===== src/rtl/ntt_pkg.sv =====
// Shared definitions for the NTT row scheduler: FSM encoding, default geometry and derived widths.
package ntt_pkg;

   localparam int N_DEF       = 64;
   localparam int ROW_LAT_DEF = 8;
   localparam int DW_DEF      = 64;
   localparam int WW_DEF      = 8;

   localparam int ROW_W_DEF  = $clog2(N_DEF);
   localparam int ADDR_W_DEF = 2 * ROW_W_DEF;

   typedef enum logic [2:0] {
      ST_IDLE,
      ST_FETCH,
      ST_DRAIN,
      ST_WRITE,
      ST_DONE
   } state_t;

   // Down-counter width able to hold ROW_LAT+1, the drain load value.
   function automatic int drain_cnt_w(input int row_lat);
      return $clog2(row_lat + 2);
   endfunction

endpackage


===== src/rtl/ntt_row_sched.sv =====
// Row scheduler for an N-point NTT: streams one row of coefficients/twiddles into the row MAC,
// waits out the MAC latency, then writes the row result; repeats for all N rows.
module ntt_row_sched
   import ntt_pkg::*;
#(
   parameter int N       = N_DEF,
   parameter int ROW_LAT = ROW_LAT_DEF,
   parameter int DW      = DW_DEF,
   parameter int WW      = WW_DEF
) (
   input  logic                     clk,
   input  logic                     rst,
   input  logic                     start,
   input  logic                     abort,
   output logic                     busy,
   output logic                     done,
   output logic                     mem_rd_en,
   output logic [2*$clog2(N)-1:0]   mem_addr,
   input  logic [DW-1:0]            mem_x,
   input  logic [WW-1:0]            mem_w,
   output logic                     mac_clr,
   output logic                     mac_vld,
   output logic [DW-1:0]            mac_a,
   output logic [WW-1:0]            mac_w,
   input  logic [DW-1:0]            mac_out,
   output logic                     res_we,
   output logic [$clog2(N)-1:0]     res_addr,
   output logic [DW-1:0]            res_data
);

   localparam int ROW_W = $clog2(N);
   localparam int CNT_W = drain_cnt_w(ROW_LAT);

   localparam logic [ROW_W-1:0] IDX_LAST = ROW_W'(N - 1);
   localparam logic [CNT_W-1:0] CNT_LOAD = CNT_W'(ROW_LAT + 1);

   state_t             state_reg, state_next;
   logic [ROW_W-1:0]   row_reg, row_next;
   logic [ROW_W-1:0]   col_reg, col_next;
   logic [CNT_W-1:0]   cnt_reg, cnt_next;

   // Operand pipeline: rd_d1 marks the cycle the memory data is valid, vld the cycle after.
   logic               rd_d1_reg, rd_d1_next;
   logic               vld_reg, vld_next;
   logic [DW-1:0]      a_reg, a_next;
   logic [WW-1:0]      w_reg, w_next;

   always_ff @(posedge clk or negedge rst) begin
      if (!rst) begin
         state_reg <= ST_IDLE;
         row_reg   <= '0;
         col_reg   <= '0;
         cnt_reg   <= '0;
         rd_d1_reg <= 1'b0;
         vld_reg   <= 1'b0;
         a_reg     <= '0;
         w_reg     <= '0;
      end else begin
         state_reg <= state_next;
         row_reg   <= row_next;
         col_reg   <= col_next;
         cnt_reg   <= cnt_next;
         rd_d1_reg <= rd_d1_next;
         vld_reg   <= vld_next;
         a_reg     <= a_next;
         w_reg     <= w_next;
      end
   end

   always_comb begin
      state_next = state_reg;
      row_next   = row_reg;
      col_next   = col_reg;
      cnt_next   = cnt_reg;

      case (state_reg)
         ST_IDLE: begin
            if (start && !abort) begin
               state_next = ST_FETCH;
               row_next   = '0;
               col_next   = '0;
            end
         end
         ST_FETCH: begin
            if (abort) begin
               state_next = ST_IDLE;
               row_next   = '0;
               col_next   = '0;
               cnt_next   = '0;
            end else begin
               col_next = col_reg + 1'b1;
               if (col_reg == IDX_LAST) begin
                  state_next = ST_DRAIN;
                  cnt_next   = CNT_LOAD;
               end
            end
         end
         ST_DRAIN: begin
            if (abort) begin
               state_next = ST_IDLE;
               row_next   = '0;
               col_next   = '0;
               cnt_next   = '0;
            end else if (cnt_reg == '0) begin
               state_next = ST_WRITE;
            end else begin
               cnt_next = cnt_reg - 1'b1;
            end
         end
         ST_WRITE: begin
            if (abort) begin
               state_next = ST_IDLE;
               row_next   = '0;
               col_next   = '0;
               cnt_next   = '0;
            end else if (row_reg == IDX_LAST) begin
               state_next = ST_DONE;
               row_next   = '0;
            end else begin
               state_next = ST_FETCH;
               row_next   = row_reg + 1'b1;
            end
         end
         ST_DONE: begin
            state_next = ST_IDLE;
         end
         default: begin
            state_next = ST_IDLE;
         end
      endcase
   end

   // Abort flushes in-flight operands so nothing reaches the MAC after returning to IDLE.
   always_comb begin
      rd_d1_next = (state_reg == ST_FETCH) && !abort;
      vld_next   = rd_d1_reg && !abort;
      a_next     = '0;
      w_next     = '0;
      if (rd_d1_reg && !abort) begin
         a_next = mem_x;
         w_next = mem_w;
      end
   end

   always_comb begin
      busy      = 1'b0;
      done      = 1'b0;
      mem_rd_en = 1'b0;
      mac_clr   = 1'b0;
      res_we    = 1'b0;
      res_addr  = '0;
      res_data  = '0;
      case (state_reg)
         ST_FETCH: begin
            busy      = 1'b1;
            mem_rd_en = 1'b1;
            mac_clr   = (col_reg == '0);
         end
         ST_DRAIN: begin
            busy = 1'b1;
         end
         ST_WRITE: begin
            busy     = 1'b1;
            res_we   = !abort;
            res_addr = row_reg;
            res_data = mac_out;
         end
         ST_DONE: begin
            done = 1'b1;
         end
         default: begin
         end
      endcase
   end

   assign mem_addr = {row_reg, col_reg};
   assign mac_vld  = vld_reg;
   assign mac_a    = a_reg;
   assign mac_w    = w_reg;

endmodule


===== config.mk =====
export PLATFORM = sky130hd
export DESIGN_NAME = ntt_row_sched
export DESIGN_NICKNAME = d
export VERILOG_FILES = /design/src/rtl/ntt_pkg.sv /design/src/rtl/ntt_row_sched.sv
export SDC_FILE = /design/constraint.sdc
export NUM_CORES = 1
export LEC_CHECK = 0
export CAP_MARGIN = 20
export CORE_AREA = 2 2 118 120
export CTS_BUF_LIST = sky130_fd_sc_hd__clkbuf_16
export CTS_CLUSTER_DIAMETER = 80
export CTS_CLUSTER_SIZE = 25
export DETAILED_ROUTE_END_ITERATION = 10
export DIE_AREA = 0 0 120 122
export PLACE_DENSITY_LB_ADDON = 0.1
export SYNTH_ARGS = -nofsm -noshare
export SYNTH_HDL_FRONTEND = slang
export SYNTH_SLANG_ARGS = --single-unit
export TNS_END_PERCENT = 20

===== constraint.sdc =====
create_clock -name clk -period 4.7 [get_ports clk]
set_input_delay 0.47 -clock clk [delete_from_list [all_inputs] [get_ports clk]]
set_output_delay 0.47 -clock clk [all_outputs]
set_load 0.05 [all_outputs]

* After elaboration in Yosys (flattened, before gate mapping) *
Cells that the tools add are included.

word-level totals
  register bits after elaboration = 93
  output and inout port bits = 160
  word-level logic and storage cells = 71

cells by class
  add/subtract/negate cells = 3
  equality and inequality tests = 13
  mux-type cells = 30
  reduce and logical (&&, ||, !) cells = 17

operators by type and width
  operator               number
  $mux W64               2
  $mux W6                6
  $pmux W6 S3            2
  $mux W3                7
  $mux W4                5
  $add A6 B1 Y6 const B  2
  $eq A6 B6 Y1 const B   2
  $pmux W3 S4            1
  $pmux W4 S3            1
  $ne A3 B3 Y1 const B   3
  $reduce_and A3 Y1      3
  $reduce_bool A3 Y1     3
  $mux W8                1
  $eq A3 B2 Y1 const B   2
  $logic_not A6 Y1       1
  $mux W1                5
  $logic_not A4 Y1       1
  $ne A2 B1 Y1 const B   2
  $ne A2 B2 Y1 const B   2
  $reduce_and A4 Y1      1
  $reduce_or A2 Y1       2
  $sub A4 B1 Y4 const B  1
  $eq A3 B1 Y1 const B   1
  $eq A3 B3 Y1 const B   1
  other kinds (4)        6

* Longest topological paths before layout *
Gate-level depths: netlist of run 1.

  depth in word-level cells = 4
  gate-level depth with buffers = 6

* Worst setup path after synthesis of run 1 *
No wires, ideal clock.

  path type = register to output
  from = register state_reg[1]
  to = output mac_clr
  arrival time = 1.954 ns
  data required time = 4.230 ns
  slack = 2.276 ns
  cell stages (with the launch flop) = 5
  path through = dfrtp_1 > buf_4 > nand2b_1 > nor2_1 > and3_1

between the ends
  word-level cells in the longest chain between the ends = 2

RTL lines
  what                    RTL line              RTL
  from (decl)             ntt_row_sched.sv:37   state_t state_reg, state_next;
  from (signal assigned)  ntt_row_sched.sv:59   state_reg <= state_next;
  $eq A3 B1 Y1            ntt_row_sched.sv:153  case (state_reg)
  $mux W1                 ntt_row_sched.sv:153
  to (decl)               ntt_row_sched.sv:21   output logic mac_clr,

Every way passes these cells.

* Final worst setup path of run 1 *
  from = register state_reg[1]
  to = output res_data[53]

between the ends
  word-level cells in the longest chain between the ends = 2

RTL lines
  what          RTL line              RTL
  $eq A3 B2 Y1  ntt_row_sched.sv:153
  $mux W64      ntt_row_sched.sv:153
  to (decl)     ntt_row_sched.sv:28   output logic [DW-1:0] res_data

Every way passes these cells.

==> results of run 1 <==
-- critical path, stage by stage, from the launching register on --
cell,delay [ps]
dfrtp_1,630
nor2b_4,290
buf_12,240
and3_1,290
clkdlybuf4s50_1,860
-- cell families after synthesis --
logic type | count (synthesis) | share of synthesized area (%)
buf+inv | 37 | 3.93
simple gates | 195 | 30.0
compound gates | 37 | 6.69
fa+ha+maj | 5 | 1.55
mux | 1 | 0.248
flops | 93 | 57.6
-- worst max path at each step --
stage                                  start           end  cells after the start
floorplan           state_reg[1]$_DFFE_PN0P_       mac_clr                      4
global placement    state_reg[1]$_DFFE_PN0P_  res_data[53]                      3
detailed placement  state_reg[1]$_DFFE_PN0P_  res_data[53]                      3
CTS                 state_reg[1]$_DFFE_PN0P_  res_data[53]                      3
global route        state_reg[1]$_DFFE_PN0P_  res_data[53]                      4
finish              state_reg[1]$_DFFE_PN0P_  res_data[53]                      4
-- per-stage QoR --
stage          instance area, um2  cells
2_1_floorplan                4040    368
3_3_place_gp                 7160    820
3_5_place_dp                 7160    820
4_1_cts                      7470    835
5_1_grt                      7510    837
6_report                     7510    837
-- power by group through the flow --
stage,Sequential [mW],Clock (mW),Combinational [mW]
5_1_grt,0.847,0.829,0.400
4_1_cts,0.860,0.792,0.354
2_1_floorplan,0.929,0,0.0989
3_3_place_gp,0.874,0,0.348
3_5_place_dp,0.875,0,0.352
6_report,0.843,0.770,0.371
-- layout by cell type, fill, tap and decap left out, types with 2 or more instances in the layout --
cell type,count
and3_1,74
inv_1,6
a31oi_1,4
o21ai_1,13
inv_2,2
a21oi_1,4
bufinv_16,2
nand3_1,6
a22o_1,3
clkdlybuf4s50_1,298
buf_4,3
a221o_1,2
nor2b_4,2
dfrtp_1,92
nor3b_1,2
nor2_1,11
buf_12,2
nand2_1,11
and2_1,73
ha_1,5
clkbuf_16,9
or3_1,2
nand2b_1,5
-- metal layers --
| metal | routed length [um] | up-vias |
|---|---|---|
| met3 | 1790 | 13 |
| met1 | 5850 | 1839 |
| met2 | 6660 | 207 |
| met4 | 201 | 0 |
| li1 | - | 1823 |
| met5 | 0 | - |
-- area by class of cell --
| class | count | area [um2] | share of cell area [%] |
|---|---|---|---|
| clock buffer | 9 | 225 | 3.00 |
| clock inverter | 6 | 88.8 | 1.18 |
| inverter | 8 | 30.0 | 0.400 |
| multi-input combinational | 238 | 1570 | 20.9 |
| sequential | 93 | 2330 | 31.0 |
| tap | 180 | 225 | 3.00 |
| timing repair buffer | 303 | 3050 | 40.5 |
-- synth_stat cells, types with 2 or more instances --
cell type	number	area, um2
a22o_1	3	26.3
a221o_1	2	20.0
buf_6	2	22.5
a21oi_1	4	20.0
nand2b_1	5	31.3
ha_1	5	62.6
dfrtp_1	93	2330
o21ai_1	13	65.1
nor2_1	11	41.3
and2_1	73	457
nor3b_1	2	15.0
a31oi_1	4	25.0
and3_1	74	463
inv_2	2	7.51
clkbuf_1	25	93.8
nand2_1	11	41.3
or3_1	2	12.5
nand3_1	6	30.0
inv_1	5	18.8
nor2b_1	3	18.8
==> impl_results.md, run 1 <==
- F_max: around 320 MHz
- Initial antenna violation count: 0
- Worst Path Arrival: approximately 2700 ps
- RSZ-0062 raised after global routing: no
- Area grow syn2layout: 85.9%
- Post-Synthesis Cells: between 300 and 400
- Gp weighted congestion: between 0.8 and 0.9
- R2R cell count: 5
- Initial Utilization: around 30%
- Pint: around 1.5 mW
- RR Endpoint: cnt_reg[1]$_DFFE_PN0P_
- Combinational power share: a little under a fifth
- Switch Pwr: a little over 0.5 mW
- Clk pwr share: between 30 and 40%
- # clock sinks: 93
- CP endpoint kind: output port
- Largest net degree at the start of global routing: 83
- Die Width: between 100 and 150 um
- DRC: 0
- Pre-CTS setup slack: 1390 ps
- Die area: 0.0146 mm2
- GRT Max-Usage Layer: met2
- Clk_skew: around 4.4 ps
- Slew HR: 49.8%
- # fillers: roughly 1200
- Startpoint class of the critical path: flop
- Initial detailed-routing violation count: around 230
- Synth Flop Type: dfrtp_1
- Worst-path clk slew: ~70 ps
- Share of layout cells above drive strength 1: under 10%
- # IOs: 300
- Clock Latency Late Sink: 340 ps
- WP data required: 4230 ps
- Final period util: between 60% and 70%
- Max Cap Viol: 0
- Worst-path fanout max: 70
- Hold buffer count at CTS: 0
- Core area: about 0.014 mm2
- IO buf count: 299
- Antenna Violating Nets Remaining: 0
- Worst-margin pin slew: between 700 and 800 ps
- First-pass GRT wire length: around 21000 um
- Synth Area per Inst: approximately 11 um2
- Register area share after synthesis: approximately 58%
- Yosys warns: 0
- DRT Pass-1 Iters: 4
- CTS max path bufs: 2
- Yosys cell types: between 40 and 50
- Htree depth: 3
- Number of CTS-inserted buffers: 9
- Max-slew violation count: 0
- Reg2reg start: col_reg[0]$_DFFE_PN0P_
- Reg power frac: roughly 43%
- DPL Wire Length: approximately 11000 um
- Pwr per Cell Area: between 200 and 300 mW/mm2
- Vias post-DR: a little under 4000
- Static leakage: between 3 and 4 nW
- Hold Fails Final Rpt: 0
- Diode count: 0
- Slack of the worst reg-to-reg path: about 3000 ps
- Tot GR Track Use: roughly a fifth
- Site row count: 43
- Status: finished clean
- Fraction of registers with async set/reset: 100%
- Tot Pwr: between 1.5 and 2 mW
- #FFs+latches synth: 93
- Final #Nets: about 800
- DR WL/cell: 17.3 um
- Max reg flops: 64
- Tmin final: around 3100 ps
- Via density: 4.64
- Final core occ: around 56%
- Area of the mapped netlist: roughly 0.0040 mm2
- Global route total overflow: 0
- Number of synthesized flops with an enable pin: 0
- CTS-repair resized insts: 0
- Final setup violation count: 0
- Die Span Y: about 120 um
- Worst Hold Class: in2async
- Min Hold Slack: 179 ps
- CTS tree: built
- Routing usage on met2: 30.4%
- Setup TNS: 0 ps
- Vias in the first global route: about 3800
- Setup CP Type: reg2out
- M3 GR Usage: under 10%
- Mapped Nets: 513
- M1 GR Usage: a little under a quarter
- Switching part of the total: about 26%
- Post-Route WL: between 10000 and 15000 um
- Final Worst Setup Slack: 1570 ps
- VDD IR max: around 0.00018 V
- CTS Root Cell: clkbuf_16
- Postcts setup bufs: 0
(Power assumes the default switching activity.)
==> inputs of run 2 (changes only) <==
--- a/config.mk
+++ b/config.mk
@@ -6,12 +6,13 @@
 export NUM_CORES = 1
 export LEC_CHECK = 0
 export CAP_MARGIN = 20
-export CORE_AREA = 2 2 118 120
+export CORE_ASPECT_RATIO = 0.75
+export CORE_MARGIN = 2
+export CORE_UTILIZATION = 34
 export CTS_BUF_LIST = sky130_fd_sc_hd__clkbuf_16
 export CTS_CLUSTER_DIAMETER = 80
 export CTS_CLUSTER_SIZE = 25
 export DETAILED_ROUTE_END_ITERATION = 10
-export DIE_AREA = 0 0 120 122
 export PLACE_DENSITY_LB_ADDON = 0.1
 export SYNTH_ARGS = -nofsm -noshare
 export SYNTH_HDL_FRONTEND = slang
==> constraint.sdc (replaced) <==
create_clock -name clk -period 3.15 [get_ports clk]
set_input_delay 0.315 -clock clk [delete_from_list [all_inputs] [get_ports clk]]
set_output_delay 0.315 -clock clk [all_outputs]
set_load 0.05 [all_outputs]
==> impl_results.md, run 2 (synthesized netlist as in run 1, its figures left out) <==
- Min Hold Slack: around 18 ps
- R2R cell count: 5
- Max Cap Viol: 0
- DR WL/cell: between 15 and 20 um
- Clk_skew: about 6.5 ps
- Combinational power share: approximately 18%
- Die Span Y: about 100 um
- Antenna Violating Nets Remaining: 0
- Die Width: 130 um
- Via density: about 4.6
- Tot Pwr: 2.97 mW
- Status: finished clean
- Initial detailed-routing violation count: 89
- Reg power frac: roughly 43%
- Largest net degree at the start of global routing: 74
- Worst-path fanout max: 68
- Pint: 2.21 mW
- Startpoint class of the critical path: flop
- F_max: ~350 MHz
- CTS-repair resized insts: 0
- DRT Pass-1 Iters: 4
- Gp weighted congestion: ~0.84
- Slack of the worst reg-to-reg path: approximately 1100 ps
- Reg2reg start: state_reg[0]$_DFFE_PN0P_
- RR Endpoint: col_reg[5]$_DFFE_PN0P_
- Initial Utilization: 34.9%
- Setup CP Type: reg2out
- RSZ-0062 raised after global routing: no
- Clk pwr share: 38.9%
- Final #Nets: 800
- Initial antenna violation count: 0
- IO buf count: roughly 300
- DPL Wire Length: between 10000 and 15000 um
- Hold buffer count at CTS: 0
- Htree depth: 3
- Area grow syn2layout: 85.9%
- # fillers: 922
- Clock Latency Late Sink: ~330 ps
- Diode count: 0
- Number of CTS-inserted buffers: 9
- Max reg flops: between 60 and 70
- Share of layout cells above drive strength 1: under 10%
- CTS tree: built
- Postcts setup bufs: 0
- Vias in the first global route: about 3600
- DRC: 0
- Final setup violation count: 0
- Site row count: 34
- CTS Root Cell: clkbuf_16
- Global route total overflow: 0
- Hold Fails Final Rpt: 0
- Tmin final: a little under 3000 ps
- Most common cell after layout, fill and taps aside: clkdlybuf4s50_1
- CP endpoint kind: output port
- VDD IR max: approximately 0.0003 V
- Area of the multi-input gates: 0.00157 mm2
- Core area: approximately 0.012 mm2
- Worst Path Arrival: between 2000 and 3000 ps
- # IOs: 300
- CTS max path bufs: 2
- Slew HR: between 50% and 60%
- Storage element area: between 0.002 and 0.0025 mm2
- Final period util: 92.0%
- Vias post-DR: approximately 3800
- # clock sinks: between 90 and 100
- Worst-margin pin slew: between 600 and 700 ps
- Tot GR Track Use: 20.9%
- Die area: 0.0128 mm2
- Switching part of the total: between 20 and 30%
- Static leakage: ~3.5 nW
- WP data required: between 2000 and 3000 ps
- Max-slew violation count: 0
- Switch Pwr: 0.764 mW
- Post-Route WL: 13700 um
- First-pass GRT wire length: 20300 um
- Most frequent cells in the layout: clkdlybuf4s50_1, dfrtp_1, and3_1, and2_1, o21ai_1
- Worst-path clk slew: approximately 70 ps
- Setup TNS: 0 ps
- Worst Hold Class: in2async
- Pwr per Cell Area: around 400 mW/mm2
## run 2: cell types whose count changed in the layout (fill, tap and decap cells not counted)
cell        previous run  this run
inv_6                  1         2
clkinvlp_4             1         0
inv_1                  6         5
clkinv_4               1         0
inv_8                  0         1
buf_4                  3         5
clkinv_2               0         1
## run 2: critical path: stages (launching register included)
cell             delay (ps)
dfrtp_1                 640
nor2b_4                 310
buf_12                  240
and3_1                  200
clkdlybuf4s50_1         820
## run 2: area by class of cell
cell class | count | share of cell area, %
timing repair buffer | 305 | 40.8
sequential | 93 | 31.0
multi-input combinational | 238 | 20.9
clock buffer | 9 | 3.00
tap | 162 | 2.70
clock inverter | 6 | 1.25
inverter | 8 | 0.400
## run 2: routing by layer
layer  part of all wire (%)  up-vias  GRT usage (%)
li1                       -     1816              -
met1                     37     1773           22.9
met2                     51      170           36.4
met3                     11       17           9.48
met4                    1.8        0           6.04
met5                      0        -              0
## run 2: per-stage QoR
stage          utilization, %  setup slack, ps  instance area (um2)  instances
3_3_place_gp             62.1              713                 7190        806
2_1_floorplan               -              881                 4040        368
4_1_cts                  64.9              284                 7510        821
5_1_grt                  64.9              131                 7510        821
3_5_place_dp             62.1              654                 7190        806
6_report                 64.9              252                 7510        821
## run 2: power by group through the flow
stage,clock network (mW),logic [mW],registers [mW]
5_1_grt,1.24,0.582,1.28
2_1_floorplan,0,0.148,1.39
3_3_place_gp,0,0.539,1.29
6_report,1.15,0.546,1.27
3_5_place_dp,0,0.550,1.29
4_1_cts,1.20,0.552,1.27
## run 2: worst max-delay path by stage
stage | depth (start not counted) | slack [ps] | to | start
3_3_place_gp | 4 | 710 | res_data[31] | state_reg[1]$_DFFE_PN0P_
5_1_grt | 4 | 130 | res_data[35] | state_reg[1]$_DFFE_PN0P_
3_5_place_dp | 4 | 650 | res_data[45] | state_reg[1]$_DFFE_PN0P_
6_report | 4 | 250 | res_data[21] | state_reg[1]$_DFFE_PN0P_
4_1_cts | 4 | 280 | res_data[6] | state_reg[1]$_DFFE_PN0P_
2_1_floorplan | 4 | 880 | mac_clr | state_reg[1]$_DFFE_PN0P_
==> inputs of run 3 (changes only) <==
==> constraint.sdc (replaced) <==
create_clock -name clk -period 3.3 [get_ports clk]
set_input_delay 0.33 -clock clk [delete_from_list [all_inputs] [get_ports clk]]
set_output_delay 0.33 -clock clk [all_outputs]
set_load 0.05 [all_outputs]
==> impl_results.md, run 3 (synthesized netlist as in run 1, its figures left out) <==
- Status: finished clean
- Share of layout cells above drive strength 1: between 5 and 6%
- Post-Route WL: 13700 um
- # fillers: 963
- Antenna Violating Nets Remaining: 0
- Final setup violation count: 0
- Pwr per Cell Area: ~360 mW/mm2
- DPL Wire Length: between 10000 and 15000 um
- Max Cap Viol: 0
- WP data required: 2970 ps
- Final Worst Setup Slack: 392 ps
- Hold Fails Final Rpt: 0
- Die Span Y: slightly below 100 um
- Tmin final: just under 3000 ps
- # IOs: 300
- Worst Path Arrival: around 2600 ps
- Via density: 4.65
- Diode count: 0
- IO buf count: ~300
- Pre-CTS setup slack: approximately 800 ps
- Largest net degree at the start of global routing: 74
- Final #Nets: around 800
- Worst-path clk slew: around 70 ps
- Area grow syn2layout: 84.5%
- CP endpoint kind: output port
- Most common cell after layout, fill and taps aside: clkdlybuf4s50_1
- Vias post-DR: between 3000 and 4000
- CTS max path bufs: 2
- VDD IR max: ~0.00027 V
- CTS-repair resized insts: 0
- DRC: 0
- Clock Latency Late Sink: roughly 340 ps
- Worst Hold Class: in2async
- Worst-margin pin slew: 750 ps
- Initial detailed-routing violation count: 128
- Die Width: 130 um
- Static leakage: ~3.4 nW
- Max reg flops: 64
- Global route total overflow: 0
- DR WL/cell: between 15 and 20 um
- Startpoint class of the critical path: flop
- Setup TNS: 0 ps
- Final instance area: between 0.007 and 0.008 mm2
- Die area: approximately 0.013 mm2
- Worst-path fanout max: 37
- F_max: 344 MHz
- Clk_skew: between 9 and 10 ps
- Core area: around 0.012 mm2
- Initial antenna violation count: 0
- Number of CTS-inserted buffers: 9
- RSZ-0062 raised after global routing: no
- CTS tree: built
- Site row count: 34
- Tot GR Track Use: roughly a fifth
- Hold buffer count at CTS: 0
- First-pass GRT wire length: around 20000 um
- Cell Area, Placed: about 0.0072 mm2
- Initial Utilization: about a third
- Final period util: between 80% and 90%
- Slew HR: around half
- Gp weighted congestion: 0.812
- Most frequent cells in the layout: clkdlybuf4s50_1, dfrtp_1, and3_1, and2_1, o21ai_1
- Postcts setup bufs: 0
- Max-slew violation count: 0
- # clock sinks: slightly above 90
- CTS Root Cell: clkbuf_16
- Htree depth: 3
- Vias in the first global route: around 3700
- DRT Pass-1 Iters: 4
- Setup CP Type: reg2out
-- run 3: cell count changes in the layout (fill, tap and decap cells not counted) --
cell | before | now
buf_12 | 2 | 0
buf_4 | 5 | 8
bufinv_16 | 2 | 0
clkinv_2 | 1 | 0
clkinvlp_4 | 0 | 2
inv_8 | 1 | 2
-- run 3: critical path, stage by stage, from the launching register on --
cell and delay, ps:
dfrtp_1 640, nor2b_4 240, buf_4 300, and3_1 190, clkdlybuf4s50_1 840
-- run 3: path summary, 6_finish.rpt --
check | from | endpoint | slack, ps | cells after the start
worst min-delay path | rst | mac_a[22]$_DFF_PN0_ | 40 | 1
worst max-delay path | state_reg[1]$_DFFE_PN0P_ | res_data[35] | 390 | 4
worst max register to register | col_reg[0]$_DFFE_PN0P_ | cnt_reg[1]$_DFFE_PN0P_ | 1490 | 5
worst min register to register | cnt_reg[1]$_DFFE_PN0P_ | cnt_reg[1]$_DFFE_PN0P_ | 510 | 1
min in group clk | cnt_reg[1]$_DFFE_PN0P_ | cnt_reg[1]$_DFFE_PN0P_ | 510 | 1
max in group asynchronous | rst | mac_a[14]$_DFF_PN0_ | 2470 | 2
-- run 3: per-layer routing --
metal	vias to the layer above	wire length, um	track usage, %
met5	-	0	0
met4	0	156	5.29
met3	11	1520	8.82
met2	185	6920	36.6
met1	1798	5060	22.5
li1	1828	-	-
-- run 3: area by class of cell --
cell class | count | area (um2) | area share, %
Clock buffer | 9 | 225 | 3.02
Clock inverter | 6 | 55.1 | 0.739
Inverter | 8 | 30.0 | 0.403
Multi-Input combinational cell | 238 | 1570 | 21.1
Sequential cell | 93 | 2330 | 31.2
Tap cell | 162 | 203 | 2.72
Timing Repair Buffer | 306 | 3040 | 40.8
-- run 3: power breakdown --
part | switching, mW | total [mW] | internal, mW
Sequential | 0.0303 | 1.21 | 1.18
Clock | 0.448 | 0.971 | 0.522
Combinational | 0.262 | 0.516 | 0.254
-- run 3: stage by stage --
step                      cells  hold WS (ps)  power, mW  util (%)
after floorplan             368          34.4       1.46         -
after global placement      807           436       1.74      62.0
after detailed placement    807           448       1.75      62.0
after CTS                   822          83.8       2.73      64.4
after global routing        822           107       2.81      64.4
final                       822          43.5       2.70      64.4
